## src/rtl/mips32_mc_ctrl_if.sv

```systemverilog
`default_nettype none
// ============================================================================
// Module   : mips32_mc_ctrl_if
// Brief    : Control-to-datapath bundle for the MIPS32 multi-cycle controller.
// Revision : 1.0
// ============================================================================
interface mips32_mc_ctrl_if #(
    parameter int CNT_W = 32
);
    logic [5:0]       opcode;
    logic             zero;
    logic             memReady;
    logic             pcWrite;
    logic             pcWriteCond;
    logic             iorD;
    logic             memRead;
    logic             memWrite;
    logic             irWrite;
    logic             memToReg;
    logic             regDst;
    logic             regWrite;
    logic             aluSrcA;
    logic [1:0]       aluSrcB;
    logic [1:0]       aluOp;
    logic [1:0]       pcSource;
    logic             illegalOp;
    logic             instrDone;
    logic [3:0]       state;
    logic [CNT_W-1:0] instrCount;

    modport master (
        input  opcode, zero, memReady,
        output pcWrite, pcWriteCond, iorD, memRead, memWrite, irWrite,
               memToReg, regDst, regWrite, aluSrcA, aluSrcB, aluOp,
               pcSource, illegalOp, instrDone, state, instrCount
    );

    modport slave (
        output opcode, zero, memReady,
        input  pcWrite, pcWriteCond, iorD, memRead, memWrite, irWrite,
               memToReg, regDst, regWrite, aluSrcA, aluSrcB, aluOp,
               pcSource, illegalOp, instrDone, state, instrCount
    );
endinterface
`default_nettype wire

```

## src/rtl/mips32_mc_ctrl.sv

```systemverilog
`default_nettype none
// ============================================================================
// Module   : mips32_mc_ctrl
// Brief    : Multi-cycle MIPS32 control FSM with memory stall and retire count.
// Revision : 1.0
// ============================================================================
module mips32_mc_ctrl #(
    parameter int CNT_W  = 32,
    parameter bit EXC_EN = 1'b1
) (
    input wire logic         clk,
    input wire logic         rst,
    mips32_mc_ctrl_if.master bus
);
    typedef enum logic [3:0] {
        S_FETCH  = 4'd0,
        S_DECODE = 4'd1,
        S_MEMADR = 4'd2,
        S_MEMRD  = 4'd3,
        S_MEMWB  = 4'd4,
        S_MEMWR  = 4'd5,
        S_EXEC   = 4'd6,
        S_RWB    = 4'd7,
        S_BRANCH = 4'd8,
        S_JUMP   = 4'd9,
        S_ADDIEX = 4'd10,
        S_ADDIWB = 4'd11,
        S_EXC    = 4'd12
    } state_t;

    localparam logic [5:0] c_OP_RTYPE = 6'h00;
    localparam logic [5:0] c_OP_LW    = 6'h23;
    localparam logic [5:0] c_OP_SW    = 6'h2B;
    localparam logic [5:0] c_OP_BEQ   = 6'h04;
    localparam logic [5:0] c_OP_J     = 6'h02;
    localparam logic [5:0] c_OP_ADDI  = 6'h08;

    state_t           r_state;
    logic [CNT_W-1:0] r_count;
    logic             w_legal;
    logic             w_done;
    logic             w_unused_zero;

    // The branch decision is made in the datapath (pcWriteCond AND zero).
    assign w_unused_zero = bus.zero;

    always_comb begin
        w_legal = 1'b0;
        case (bus.opcode)
            c_OP_RTYPE, c_OP_LW, c_OP_SW, c_OP_BEQ, c_OP_J, c_OP_ADDI: w_legal = 1'b1;
            default: w_legal = 1'b0;
        endcase
    end

    always_ff @(posedge clk) begin
        if (rst) begin
            r_state <= S_FETCH;
            r_count <= '0;
        end else begin
            if (w_done) begin
                r_count <= r_count + 1'b1;
            end
            case (r_state)
                S_FETCH:  if (bus.memReady) r_state <= S_DECODE;
                S_DECODE: begin
                    case (bus.opcode)
                        c_OP_RTYPE:      r_state <= S_EXEC;
                        c_OP_LW, c_OP_SW: r_state <= S_MEMADR;
                        c_OP_BEQ:        r_state <= S_BRANCH;
                        c_OP_J:          r_state <= S_JUMP;
                        c_OP_ADDI:       r_state <= S_ADDIEX;
                        default:         r_state <= EXC_EN ? S_EXC : S_FETCH;
                    endcase
                end
                S_MEMADR: r_state <= (bus.opcode == c_OP_SW) ? S_MEMWR : S_MEMRD;
                S_MEMRD:  if (bus.memReady) r_state <= S_MEMWB;
                S_MEMWR:  if (bus.memReady) r_state <= S_FETCH;
                S_EXEC:   r_state <= S_RWB;
                S_ADDIEX: r_state <= S_ADDIWB;
                default:  r_state <= S_FETCH;
            endcase
        end
    end

    // Retirement: final state of each instruction, or an illegal opcode
    // silently dropped in DECODE when exceptions are disabled.
    always_comb begin
        w_done = 1'b0;
        if (!rst) begin
            case (r_state)
                S_MEMWB, S_RWB, S_BRANCH, S_JUMP, S_ADDIWB, S_EXC: w_done = 1'b1;
                S_MEMWR:  w_done = bus.memReady;
                S_DECODE: w_done = !EXC_EN && !w_legal;
                default:  w_done = 1'b0;
            endcase
        end
    end

    always_comb begin
        bus.pcWrite     = 1'b0;
        bus.pcWriteCond = 1'b0;
        bus.iorD        = 1'b0;
        bus.memRead     = 1'b0;
        bus.memWrite    = 1'b0;
        bus.irWrite     = 1'b0;
        bus.memToReg    = 1'b0;
        bus.regDst      = 1'b0;
        bus.regWrite    = 1'b0;
        bus.aluSrcA     = 1'b0;
        bus.aluSrcB     = 2'b00;
        bus.aluOp       = 2'b00;
        bus.pcSource    = 2'b00;
        bus.illegalOp   = 1'b0;
        if (!rst) begin
            case (r_state)
                S_FETCH: begin
                    bus.memRead = 1'b1;
                    bus.aluSrcB = 2'b01;
                    bus.irWrite = bus.memReady;
                    bus.pcWrite = bus.memReady;
                end
                S_DECODE: bus.aluSrcB = 2'b11;
                S_MEMADR, S_ADDIEX: begin
                    bus.aluSrcA = 1'b1;
                    bus.aluSrcB = 2'b10;
                end
                S_MEMRD: begin
                    bus.iorD    = 1'b1;
                    bus.memRead = 1'b1;
                end
                S_MEMWB: begin
                    bus.memToReg = 1'b1;
                    bus.regWrite = 1'b1;
                end
                S_MEMWR: begin
                    bus.iorD     = 1'b1;
                    bus.memWrite = 1'b1;
                end
                S_EXEC: begin
                    bus.aluSrcA = 1'b1;
                    bus.aluOp   = 2'b10;
                end
                S_RWB: begin
                    bus.regDst   = 1'b1;
                    bus.regWrite = 1'b1;
                end
                S_BRANCH: begin
                    bus.aluSrcA     = 1'b1;
                    bus.aluOp       = 2'b01;
                    bus.pcWriteCond = 1'b1;
                    bus.pcSource    = 2'b01;
                end
                S_JUMP: begin
                    bus.pcWrite  = 1'b1;
                    bus.pcSource = 2'b10;
                end
                S_ADDIWB: bus.regWrite = 1'b1;
                S_EXC: begin
                    bus.pcWrite   = 1'b1;
                    bus.pcSource  = 2'b11;
                    bus.illegalOp = 1'b1;
                end
                default: ;
            endcase
        end
    end

    assign bus.instrDone  = w_done;
    assign bus.state      = r_state;
    assign bus.instrCount = r_count;
endmodule
`default_nettype wire

```

## src/flat_wrapper.sv

```systemverilog
// flat-port wrapper written by rule: the top's interface ports become plain ports
module mips32_mc_ctrl_flat 
#(
    parameter int CNT_W  = 32,
    parameter bit EXC_EN = 1'b1
)
  (clk, rst, bus_opcode, bus_zero, bus_memReady, bus_pcWrite, bus_pcWriteCond, bus_iorD, bus_memRead, bus_memWrite, bus_irWrite, bus_memToReg, bus_regDst, bus_regWrite, bus_aluSrcA, bus_aluSrcB, bus_aluOp, bus_pcSource, bus_illegalOp, bus_instrDone, bus_state, bus_instrCount);
  mips32_mc_ctrl_if #(.CNT_W(CNT_W)) bus_i ();
  input wire logic clk;
  input wire logic rst;
  input wire logic [$bits(bus_i.opcode)-1:0] bus_opcode;
  input wire logic [$bits(bus_i.zero)-1:0] bus_zero;
  input wire logic [$bits(bus_i.memReady)-1:0] bus_memReady;
  output wire logic [$bits(bus_i.pcWrite)-1:0] bus_pcWrite;
  output wire logic [$bits(bus_i.pcWriteCond)-1:0] bus_pcWriteCond;
  output wire logic [$bits(bus_i.iorD)-1:0] bus_iorD;
  output wire logic [$bits(bus_i.memRead)-1:0] bus_memRead;
  output wire logic [$bits(bus_i.memWrite)-1:0] bus_memWrite;
  output wire logic [$bits(bus_i.irWrite)-1:0] bus_irWrite;
  output wire logic [$bits(bus_i.memToReg)-1:0] bus_memToReg;
  output wire logic [$bits(bus_i.regDst)-1:0] bus_regDst;
  output wire logic [$bits(bus_i.regWrite)-1:0] bus_regWrite;
  output wire logic [$bits(bus_i.aluSrcA)-1:0] bus_aluSrcA;
  output wire logic [$bits(bus_i.aluSrcB)-1:0] bus_aluSrcB;
  output wire logic [$bits(bus_i.aluOp)-1:0] bus_aluOp;
  output wire logic [$bits(bus_i.pcSource)-1:0] bus_pcSource;
  output wire logic [$bits(bus_i.illegalOp)-1:0] bus_illegalOp;
  output wire logic [$bits(bus_i.instrDone)-1:0] bus_instrDone;
  output wire logic [$bits(bus_i.state)-1:0] bus_state;
  output wire logic [$bits(bus_i.instrCount)-1:0] bus_instrCount;
  assign bus_i.opcode = bus_opcode;
  assign bus_i.zero = bus_zero;
  assign bus_i.memReady = bus_memReady;
  assign bus_pcWrite = bus_i.pcWrite;
  assign bus_pcWriteCond = bus_i.pcWriteCond;
  assign bus_iorD = bus_i.iorD;
  assign bus_memRead = bus_i.memRead;
  assign bus_memWrite = bus_i.memWrite;
  assign bus_irWrite = bus_i.irWrite;
  assign bus_memToReg = bus_i.memToReg;
  assign bus_regDst = bus_i.regDst;
  assign bus_regWrite = bus_i.regWrite;
  assign bus_aluSrcA = bus_i.aluSrcA;
  assign bus_aluSrcB = bus_i.aluSrcB;
  assign bus_aluOp = bus_i.aluOp;
  assign bus_pcSource = bus_i.pcSource;
  assign bus_illegalOp = bus_i.illegalOp;
  assign bus_instrDone = bus_i.instrDone;
  assign bus_state = bus_i.state;
  assign bus_instrCount = bus_i.instrCount;
  mips32_mc_ctrl #(.CNT_W(CNT_W), .EXC_EN(EXC_EN)) u_core (.clk(clk), .rst(rst), .bus(bus_i));
endmodule
```

## config.mk

```make
export PLATFORM = sky130hd
export DESIGN_NAME = mips32_mc_ctrl_flat
export DESIGN_NICKNAME = d
export VERILOG_FILES = /design/src/rtl/mips32_mc_ctrl_if.sv /design/src/rtl/mips32_mc_ctrl.sv /design/src/flat_wrapper.sv
export SDC_FILE = /design/constraint.sdc
export NUM_CORES = 1
export LEC_CHECK = 0
export ABC_AREA = 1
export BUFFER_PORTS_ARGS = -buffer_cell sky130_fd_sc_hd__buf_2
export CORE_ASPECT_RATIO = 0.75
export CORE_UTILIZATION = 58
export DETAILED_ROUTE_END_ITERATION = 7
export HOLD_SLACK_MARGIN = 0.08
export PLACE_DENSITY = 0.87
export SLEW_MARGIN = 20
export SYNTH_ARGS = -nofsm -noshare
export SYNTH_HDL_FRONTEND = slang
export SYNTH_SLANG_ARGS = --single-unit
```

## constraint.sdc

```tcl
create_clock -name clk -period 4.15 [get_ports clk]
set_input_delay 0.83 -clock clk [delete_from_list [all_inputs] [get_ports clk]]
set_output_delay 0.83 -clock clk [all_outputs]
set_load 0.01 [all_outputs]
```

==> results of run 1 <==
-- how the worst min path moves through the flow --
stage / from / end
floorplan: u_core.bus.instrCount[31] / u_core.bus.instrCount[31]
global placement: u_core.bus.instrCount[31] / u_core.bus.instrCount[31]
detailed placement: u_core.bus.instrCount[31] / u_core.bus.instrCount[31]
CTS: u_core.bus.instrCount[31] / u_core.bus.instrCount[31]
global route: u_core.bus.instrCount[31] / u_core.bus.instrCount[31]
finish: u_core.bus.instrCount[31] / u_core.bus.instrCount[31]
-- layout make-up --
| class | instances | area [sq um] |
|---|---|---|
| flip-flops and latches | 36 | 721 |
| repair buffers | 63 | 318 |
| clock buffers | 6 | 72.6 |
| fillers | 382 | 1140 |
| multi-input cells | 393 | 1770 |
| clock inverters | 2 | 35.0 |
| well taps | 55 | 68.8 |
| inverters | 28 | 105 |
-- cell usage after synthesis (2+ instances only) --
cell type | number | area (sq um)
a21oi_1 | 36 | 180
buf_2 | 2 | 10.0
buf_4 | 2 | 15.0
buf_6 | 3 | 33.8
clkbuf_1 | 6 | 22.5
dfxtp_1 | 36 | 721
inv_1 | 25 | 93.8
inv_2 | 3 | 11.3
nand2_1 | 187 | 702
nand2_2 | 5 | 31.3
nand3_1 | 27 | 135
nand3b_1 | 15 | 113
nand4_1 | 7 | 43.8
nor2_1 | 87 | 327
nor2_2 | 3 | 18.8
nor2_4 | 4 | 45.0
nor3_1 | 5 | 25.0
o21ai_0 | 4 | 20.0
xnor2_1 | 2 | 17.5
xor2_1 | 5 | 43.8
-- power by group through the flow --
stage	Clock, W	Sequential, W	Combinational (W)
2_1_floorplan	0	0.000389	0.000208
3_3_place_gp	0	0.000403	0.000248
3_5_place_dp	0	0.000403	0.000253
4_1_cts	0.000317	0.000395	0.000254
5_1_grt	0.000328	0.000398	0.000286
6_report	0.000318	0.000396	0.000255
-- cell families after synthesis --
kind of cell / synth area share (%)
AND/OR/NAND/NOR: 54.2
AO/OA/AOI/OAI: 9.12
buffers and inverters: 6.97
flip-flops: 26.9
XOR/XNOR: 2.29
adder cells (fa/ha/maj): 0.467
-- flip-flops by register name (all words and copies together) (netlist names) --
register               count
u_core.bus.state           4
u_core.bus.instrCount     32
-- through the flow --
stage               area [sq um]  setup slack, ps  hold slack (ps)  power, W  utilization [%]
finish                      3090             1280              491  0.000970             73.0
global route                3090             1180              527   0.00101             73.0
CTS                         3090             1290              491  0.000966             73.0
detailed placement          2980             1530              479  0.000655             70.5
global placement            2980             1540              475  0.000650             70.5
floorplan                   2680             1810              507  0.000596                -
-- worst max-delay path, delay by kind of cell, from the launching register on --
kind,cells,cell delay (ps)
buffers and inverters,1,210
flip-flops,1,590
AND/OR/NAND/NOR,6,930
-- per-layer routing --
layer | track usage [%] | wire, microns
met5 | 4.00 | 0
met4 | 10.7 | 113
met3 | 5.11 | 668
met2 | 45.8 | 2990
met1 | 47.6 | 3690
==> out/results.ini, run 1 <==
[floorplanning]
die-area_sq_um = 4890
num_rows = 20
num_io_pins = 64
die_w_microns = 80.4
die_y_microns = 60.8
initial_utilization_pct = 63.3
coreArea_sq_um = 4230

[layout]
final_common_cell = nand2_1
syn2layout_area_growth_pct = 15.4
drive_gt1_share_pct = 16.7
nNetsFinal = 538
fin_cells = 583
diodes = 0
final_cell_mix = 187 x nand2_1, 87 x nor2_1, 62 x buf_2

[timing]
fin_tns_setup_ps = 0
hold_viol_final = 0
worstMarginPinSlew_ps = 663
rsz0062_at_grt = no
drv_slew = 0
fmaxAchievable_mhz = 348
timing.max_slew.rel_slack_pct = 55.7
fin_crit_sh_pct = 69.2
setup_viol = 0
skew_ps = 8.60
period_needed_ps = 2870

[synthesis]
synth_flop_cell = dfxtp_1
ys_seq_elements = 36
ys_seq_area_share_pct = 26.9
async_flop_share_pct = 0
avgSynthCellArea_sq_um = 5.69
yosysUniqueCellTypes = 26
synthCells = 470
syn_nets = 481
yosys_warnings = 0
syn-cell-area_sq_um = 2680
synth_edf_count = 0

[clocking]
cts_sinks = 36
postCtsHoldBufs = 0
post-cts-setup-buffers = 0
htree_levels = 2
clk_path_buf_depth = 2
cts-root-buf = clkbuf_8
cts_tree = yes
clk_latency_ps = 300
path_clk_slew_ps = 80
cts-buffers-inserted = 5
post_cts_resized = 0

[place]
post-dp-hpwl_microns = 5480
place_inst = 575
gp_congestion = 0.943
place.port_buffers = 62

[route]
drc = 0
drt_iter0_drc = 282
routed_wl_microns = 7460
drtPass1Iterations = 5
via_count = 3184
vias_per_cell = 5.46
drtAntennaViolNets = 0
routedWlPerCell_microns = 12.8

[worst_setup_path]
slowest_stage = dfxtp_1
worst-r2r-setup-slack_ps = 1870
endpoint = bus_instrDone
reg2reg_depth = 8
critPathMaxStageDelay_ps = 590
endpoint_kind = primary output
worstSetupPathType = flop to primary output
critPathMostFrequentCell = nor2_4
cp-start-kind = flop
required_ps = 3320
timing.rr.start = u_core.bus.instrCount[0]
path_cells = nand2_4, nor2_1, nor2_4, nand2_2, nor2_2, nor2_4, buf_2
setup.worst_path.start = u_core.bus.state[0]
worst-path-max-fanout = 18
critPathArrivalTime_ps = 2040
worstReg2RegEnd = u_core.bus.instrCount[16]

[power]
switchingPower_w = 0.000352
pwr-share-comb_pct = 26.3
ir_drop_mv = 0.252
p_int_w = 0.000618
pwr-share-seq_pct = 40.9
power.density_nw_per_um2 = 314
pwr-share-clk_pct = 32.8
p_leak_nw = 1.29
p_sw_share_pct = 36.3

[global_route]
grt_pass1_wl_microns = 11700
antenna_found_initial = 0
grt-ovfl-total = 0
track_usage_pct = 31.8
grt_max_degree = 31
grt_pass1_vias = 2464

[hold_path]
hp-class = flop to flop
min_path_cells = 2

[run]
cap_violations = 0

[status]
outcome = finished, final reports clean

No activity file was read; power rests on OpenSTA's default activity.
==> run 2, diff against run 1 <==
--- a/config.mk
+++ b/config.mk
@@ -8,10 +8,10 @@
 export ABC_AREA = 1
 export BUFFER_PORTS_ARGS = -buffer_cell sky130_fd_sc_hd__buf_2
 export CORE_ASPECT_RATIO = 0.75
-export CORE_UTILIZATION = 58
+export CORE_UTILIZATION = 54
 export DETAILED_ROUTE_END_ITERATION = 7
 export HOLD_SLACK_MARGIN = 0.08
-export PLACE_DENSITY = 0.87
+export PLACE_DENSITY = 0.82
 export SLEW_MARGIN = 20
 export SYNTH_ARGS = -nofsm -noshare
 export SYNTH_HDL_FRONTEND = slang
==> constraint.sdc (replaced) <==
create_clock -name clk -period 2.9 [get_ports clk]
set_input_delay 0.58 -clock clk [delete_from_list [all_inputs] [get_ports clk]]
set_output_delay 0.58 -clock clk [all_outputs]
set_load 0.01 [all_outputs]
==> out/results.ini, run 2 (synthesis results as in run 1) <==
[status]
outcome = finished, final reports clean  ; unchanged

[floorplanning]
num_rows = 21  ; was 20
initial_utilization_pct = 58.2  ; was 63.3%
num_io_pins = 64  ; unchanged
die-area_sq_um = 5240  ; was 4890 sq um
die_w_microns = 83.3  ; was 80.4 microns
coreArea_sq_um = 4600  ; was 4230 sq um
die_y_microns = 63.0  ; was 60.8 microns

[worst_setup_path]
worstSetupPathType = flop to primary output  ; unchanged
worstReg2RegEnd = u_core.bus.instrCount[16]  ; unchanged
slowest_stage = dfxtp_1  ; unchanged
worst-path-max-fanout = 9  ; was 18
worst-r2r-setup-slack_ps = 840  ; was 1870 ps
reg2reg_depth = 8  ; unchanged
setup.worst_path.start = u_core.bus.state[0]  ; unchanged
endpoint_kind = primary output  ; unchanged
path_cells = nor2_4, nand2_1, nand2_2, nor2_2, nor2_4, buf_2  ; was nand2_4, nor2_1, nor2_4, nand2_2, nor2_2, nor2_4, buf_2
timing.rr.start = u_core.bus.instrCount[0]  ; unchanged
critPathArrivalTime_ps = 1810  ; was 2040 ps
required_ps = 2320  ; was 3320 ps
cp-start-kind = flop  ; unchanged
critPathMostFrequentCell = nor2_4  ; unchanged
critPathMaxStageDelay_ps = 570  ; was 590 ps

[place]
place.port_buffers = 62  ; unchanged
gp_congestion = 0.939  ; was 0.943
pre_cts_slack_ps = 825  ; was 1530 ps
post-dp-hpwl_microns = 5680  ; was 5480 microns

[global_route]
grt_pass1_vias = 2700  ; was 2,464
antenna_found_initial = 0  ; unchanged
grt_max_degree = 27  ; was 31
grt-ovfl-total = 0  ; unchanged
track_usage_pct = 30.6  ; was 31.8%
grt_pass1_wl_microns = 12900  ; was 11,700 microns

[clocking]
cts_sinks = 36  ; unchanged
cts-buffers-inserted = 5  ; unchanged
clk_path_buf_depth = 2  ; unchanged
clk_latency_ps = 300  ; about the same
post-cts-setup-buffers = 0  ; unchanged
cts-root-buf = clkbuf_8  ; unchanged
cts_tree = yes  ; unchanged
post_cts_resized = 0  ; unchanged
path_clk_slew_ps = 80  ; about the same
postCtsHoldBufs = 0  ; unchanged
htree_levels = 2  ; unchanged

[route]
drt_iter0_drc = 238  ; was 282
routedWlPerCell_microns = 12.8  ; about the same
routed_wl_microns = 7490  ; was 7460 microns
drtAntennaViolNets = 0  ; unchanged
drtPass1Iterations = 5  ; unchanged
via_count = 3113  ; was 3,184
routed.top_layer = met4  ; unchanged
vias_per_cell = 5.31  ; was 5.46
drc = 0  ; unchanged
dr_wl_met3_microns = 543  ; was 668 microns
dr_wl_met2_microns = 3010  ; was 2990 microns
wl_met1_microns = 3850  ; was 3690 microns

[power]
p_leak_nw = 1.29  ; about the same
ir_drop_mv = 0.351  ; was 0.252 mV
power.density_nw_per_um2 = 420  ; was 314 nW/um^2

[timing]
rsz0062_at_grt = no  ; unchanged
hold_viol_final = 0  ; unchanged
drv_slew = 0  ; unchanged
timing.final.ws_setup_ps = 513  ; was 1280 ps
fin_tns_setup_ps = 0  ; unchanged
setup_viol = 0  ; unchanged
fin_crit_sh_pct = 82.3
worstMarginPinSlew_ps = 659  ; was 663 ps
timing.max_slew.rel_slack_pct = 55.9  ; was 55.7%
hold_ws_ps = 491  ; about the same
skew_ps = 5.65  ; was 8.60 ps
period_needed_ps = 2390
fmaxAchievable_mhz = 419

[layout]
final_common_cell = nand2_1  ; unchanged
drive_gt1_share_pct = 16.8  ; was 16.7%
nNetsFinal = 540  ; was 538
syn2layout_area_growth_pct = 15.0  ; was 15.4%
diodes = 0  ; unchanged
final_cell_mix = 187 x nand2_1, 87 x nor2_1, 62 x buf_2  ; unchanged
largest_reg_flops = 32  ; unchanged

[hold_path]
hp-start = u_core.bus.instrCount[31]  ; unchanged
min_path_cells = 2  ; unchanged
hp-class = flop to flop  ; unchanged
min_to = u_core.bus.instrCount[31]  ; unchanged

[run]
cap_violations = 0  ; unchanged

[run 2: cell count changes in the layout (fill, tap and decap cells not counted)]
cell       change
bufinv_16      -1
buf_4          +2
[run 2: layout make-up]
class,count,area [sq um]
inverter,28,105
timing repair buffer,65,333
tap,57,71.3
clock buffer,6,72.6
sequential,36,721
clock inverter,1,5.00
multi-input combinational,393,1770
fill,459,1520
[run 2: worst max-delay path, delay by kind of cell (launching register included)]
family	cells	cell delay, ps
simple gates	5	790
buf+inv	1	150
flops	1	570
[run 2: per-layer routing]
metal | global-route usage [%] | vias to the layer above
li1 | - | 1619
met1 | 45.4 | 1372
met3 | 7.93 | 10
met5 | 0 | -
met2 | 44.5 | 112
met4 | 5.82 | 0
[run 2: worst max-delay path by stage]
| stage | end | slack (ps) | cells after the start |
|---|---|---|---|
| floorplan | bus_instrDone | 1010 | 8 |
| global placement | bus_instrDone | 860 | 6 |
| detailed placement | bus_instrDone | 820 | 8 |
| CTS | bus_instrDone | 500 | 8 |
| global route | bus_aluSrcA | 340 | 5 |
| finish | bus_instrDone | 510 | 6 |
[run 2: report_power, final]
part	total (W)	leakage, nW	internal (W)	switching [W]
Clock	0.000355	0.0410	0.000164	0.000191
Combinational	0.000376	0.957	0.000119	0.000257
Sequential	0.000563	0.291	0.000514	0.0000490
[run 2: per-stage QoR]
stage | power (W) | instance area [sq um] | utilization, % | cells
5_1_grt | 0.00138 | 3080 | 66.9 | 586
3_3_place_gp | 0.000940 | 3000 | 65.2 | 579
4_1_cts | 0.00129 | 3080 | 66.9 | 586
6_report | 0.00129 | 3080 | 66.9 | 586
2_1_floorplan | 0.000853 | 2680 | - | 470
3_5_place_dp | 0.000945 | 3000 | 65.2 | 579
==> run 3, diff against run 2 <==
--- a/config.mk
+++ b/config.mk
@@ -5,13 +5,13 @@
 export SDC_FILE = /design/constraint.sdc
 export NUM_CORES = 1
 export LEC_CHECK = 0
-export ABC_AREA = 1
+export ABC_AREA = 0
 export BUFFER_PORTS_ARGS = -buffer_cell sky130_fd_sc_hd__buf_2
 export CORE_ASPECT_RATIO = 0.75
-export CORE_UTILIZATION = 54
+export CORE_UTILIZATION = 46
 export DETAILED_ROUTE_END_ITERATION = 7
 export HOLD_SLACK_MARGIN = 0.08
-export PLACE_DENSITY = 0.82
+export PLACE_DENSITY = 0.78
 export SLEW_MARGIN = 20
 export SYNTH_ARGS = -nofsm -noshare
 export SYNTH_HDL_FRONTEND = slang
==> constraint.sdc (replaced) <==
create_clock -name clk -period 2.1 [get_ports clk]
set_input_delay 0.42 -clock clk [delete_from_list [all_inputs] [get_ports clk]]
set_output_delay 0.42 -clock clk [all_outputs]
set_load 0.01 [all_outputs]
==> out/results.ini, run 3 <==
[route]
via_count = 2210  ; was 3,113
routedWlPerCell_microns = 13.5  ; was 12.8 microns
drc = 0  ; unchanged
vias_per_cell = 5.57  ; was 5.31
drtPass1Iterations = 4  ; was 5
drt_iter0_drc = 111  ; was 238
drtAntennaViolNets = 0  ; unchanged
routed_wl_microns = 5370  ; was 7490 microns

[power]
p_int_w = 0.00118  ; was 0.000797 W
switchingPower_w = 0.000368  ; was 0.000497 W
pwr-share-seq_pct = 45.0  ; was 43.5%
pwr-share-comb_pct = 12.1  ; was 29.0%
ir_drop_mv = 0.386  ; was 0.351 mV
fin_total_pwr_w = 0.00155  ; was 0.00129 W
p_leak_nw = 1.16  ; was 1.29 nW
pwr-share-clk_pct = 43.0  ; was 27.4%
p_sw_share_pct = 23.7  ; was 38.4%
power.density_nw_per_um2 = 576  ; was 420 nW/um^2

[worst_setup_path]
critPathArrivalTime_ps = 1640  ; was 1810 ps
worst-r2r-setup-slack_ps = 160  ; was 840 ps
reg2reg_depth = 6  ; was 8
worst-path-max-fanout = 8  ; was 9
worstSetupPathType = flop to primary output  ; unchanged
path_depth = 5  ; was 6
endpoint_kind = primary output  ; unchanged
required_ps = 1680  ; was 2320 ps
cp-start-kind = flop  ; unchanged
critPathMaxStageDelay_ps = 420  ; was 570 ps
endpoint = bus_pcWrite  ; was bus_instrDone
setup.worst_path.start = u_core.bus.state[3]  ; was u_core.bus.state[0]
critical-path-top-delay-family = simple AND/OR/NAND/NOR gates  ; unchanged
timing.rr.start = u_core.bus.state[3]  ; was u_core.bus.instrCount[0]
worstReg2RegEnd = u_core.bus.instrCount[30]  ; was u_core.bus.instrCount[16]
path_cells = buf_4, nand2b_1, nor3_1, or2_2, buf_2  ; was nor2_4, nand2_1, nand2_2, nor2_2, nor2_4, buf_2
slowest_stage = dfxtp_1  ; unchanged
cp_num_buf_inv = 2  ; was 1

[floorplanning]
die-area_sq_um = 4710  ; was 5240 sq um
num_io_pins = 64  ; unchanged
initial_utilization_pct = 49.2  ; was 58.2%
num_rows = 20  ; was 21
die_w_microns = 79.0  ; was 83.3 microns
die_y_microns = 59.7  ; was 63.0 microns
coreArea_sq_um = 4150  ; was 4600 sq um

[synthesis]
synth_top_area_share_pct = 35.3  ; was 26.9%
yosys-top-cells-count = 40 x nor2_1, 36 x dfxtp_1, 20 x nand4_1, 16 x nand2_1, 16 x xor2_1  ; was 187 x nand2_1, 87 x nor2_1, 36 x a21oi_1, 36 x dfxtp_1, 27 x nand3_1
synth_top_area_cell = dfxtp_1  ; unchanged
synth_edf_count = 0  ; unchanged
yosys_warnings = 0  ; unchanged
ys_seq_area_share_pct = 35.3  ; was 26.9%
ys_seq_elements = 36  ; unchanged
syn-cell-area_sq_um = 2040  ; was 2680 sq um
yosysMostFrequentCell = nor2_1  ; was nand2_1
synth_area_leaders = dfxtp_1 35%, nor2_1 7.3%, xor2_1 6.9%  ; was dfxtp_1 27%, nand2_1 26%, nor2_1 12%
avgSynthCellArea_sq_um = 7.74  ; was 5.69 sq um
async_flop_share_pct = 0  ; unchanged
yosysUniqueCellTypes = 41  ; was 26
synth_flop_cell = dfxtp_1  ; unchanged
synthCells = 264  ; was 470
syn_nets = 275  ; was 481

[timing]
worstMarginPinSlew_ps = 414  ; was 659 ps
timing.max_slew.rel_slack_pct = 72.2  ; was 55.9%
setup_viol = 0  ; unchanged
fin_crit_sh_pct = 98.0
drv_slew = 0  ; unchanged
period_needed_ps = 2060
hold_viol_final = 0  ; unchanged
fmaxAchievable_mhz = 486
skew_ps = 9.86  ; was 5.65 ps

[global_route]
track_usage_pct = 24.5  ; was 30.6%
grt_max_degree = 24  ; was 27
grt-ovfl-total = 0  ; unchanged
grt_pass1_vias = 1924  ; was 2,700
grt_pass1_wl_microns = 9110  ; was 12,900 microns
antenna_found_initial = 0  ; unchanged

[run]
cap_violations = 0  ; unchanged

[hold_path]
min_path_cells = 2  ; unchanged
hp-class = input port to flop  ; was flop to flop

[clocking]
htree_levels = 2  ; unchanged
path_clk_slew_ps = 80  ; about the same
cts_sinks = 36  ; unchanged
cts-buffers-inserted = 5  ; unchanged
cts-root-buf = clkbuf_8  ; unchanged
postCtsHoldBufs = 0  ; unchanged
clk_path_buf_depth = 2  ; unchanged
cts_tree = yes  ; unchanged
clk_latency_ps = 290  ; was 300 ps

[status]
outcome = finished, final reports clean  ; unchanged

[layout]
syn2layout_area_growth_pct = 31.8  ; was 15.0%
final_cell_mix = 62 x buf_2, 39 x nor2_1, 35 x dfxtp_1  ; was 187 x nand2_1, 87 x nor2_1, 62 x buf_2
diodes = 0  ; unchanged
drive_gt1_share_pct = 31.0  ; was 16.8%
nNetsFinal = 352  ; was 540
fin_cells = 397  ; was 586
largest_reg_flops = 32  ; unchanged
final_common_cell = buf_2  ; was nand2_1

[place]
place_inst = 383  ; was 579
place.port_buffers = 62  ; unchanged
post-dp-hpwl_microns = 3770  ; was 5680 microns
gp_congestion = 0.869  ; was 0.939

==> run 3: changes by cell type after synthesis, sizes merged, moves of 7 or more <==
cell    before  now
or3          0    9
nor3         5   13
a21oi       37   12
nand3b      15    0
nand3       27    5
nor2        94   40
nand4        7   21
inv         28    5
xor2         5   16
nand2      193   17
nor4         0   12
o21ai        4   12
and4         0    7
==> run 3: layer usage <==
metal | share of wire [%] | GRT usage [%] | vias up
met5 | 0 | 0 | -
met4 | 1.1 | 7.01 | 0
met3 | 6.2 | 5.04 | 10
met2 | 44 | 36.6 | 79
met1 | 49 | 35.6 | 1010
li1 | - | - | 1111
==> run 3: cells by family (layout without fill, tap and decap cells) <==
group | Yosys count | count (layout) | synth area share (%)
XOR/XNOR | 24 | 24 | 10.3
multiplexers | 3 | 3 | 1.59
adder cells (fa/ha/maj) | 1 | 1 | 0.612
AO/OA/AOI/OAI | 37 | 37 | 11.4
buffers and inverters | 21 | 99 | 3.98
AND/OR/NAND/NOR | 142 | 142 | 36.9
flip-flops | 36 | 36 | 35.3
==> run 3: worst reg2reg max path, cell delays in order, from the launching register on <==
cell,delay [ps]
dfxtp_1,360
o21bai_1,200
a311oi_2,350
buf_6,180
nand4_1,220
or3_1,410
a21oi_1,140
==> run 3: cell type report <==
cell class	count	area [sq um]
Tap cell	55	68.8
Inverter	5	18.8
Timing Repair Buffer	86	494
Clock inverter	1	30.0
Clock buffer	7	96.3
Sequential cell	36	722
Multi-Input combinational cell	207	1260
Fill cell	396	1460
==> run 3: power groups by stage <==
| stage | clock network [W] | registers (W) | logic (W) |
|---|---|---|---|
| after floorplan | 0 | 0.000715 | 0.000101 |
| after global placement | 0 | 0.000713 | 0.000164 |
| after detailed placement | 0 | 0.000714 | 0.000165 |
| after CTS | 0.000678 | 0.000698 | 0.000168 |
| after global routing | 0.000709 | 0.000699 | 0.000205 |
| final | 0.000667 | 0.000698 | 0.000187 |
==> run 3: how the worst min path moves through the flow <==
stage,start,endpoint,slack (ps)
floorplan,u_core.bus.instrCount[31],u_core.bus.instrCount[31],500
global placement,u_core.bus.instrCount[31],u_core.bus.instrCount[31],470
detailed placement,u_core.bus.instrCount[31],u_core.bus.instrCount[31],490
CTS,rst,u_core.bus.instrCount[15],440
global route,rst,u_core.bus.instrCount[15],460
finish,rst,u_core.bus.instrCount[15],450
==> run 3: repair_timing <==
item                       4_1_cts  5_1_grt
buffers inserted                 0        6
resized for setup                1        8
pin swaps                        1        2
setup endpoints to repair        1        9
==> run 3: metrics by stage <==
stage               hold slack, ps  worst slack, ps  setup TNS, ps  area [sq um]  util, %
floorplan                      502             73.3              0          2040        -
global placement               467             63.1              0          2490     60.1
detailed placement             488             5.09              0          2490     60.1
CTS                            440             30.3              0          2620     63.1
global route                   457            -25.1          -32.8          2690     64.8
finish                         448             41.0              0          2690     64.8
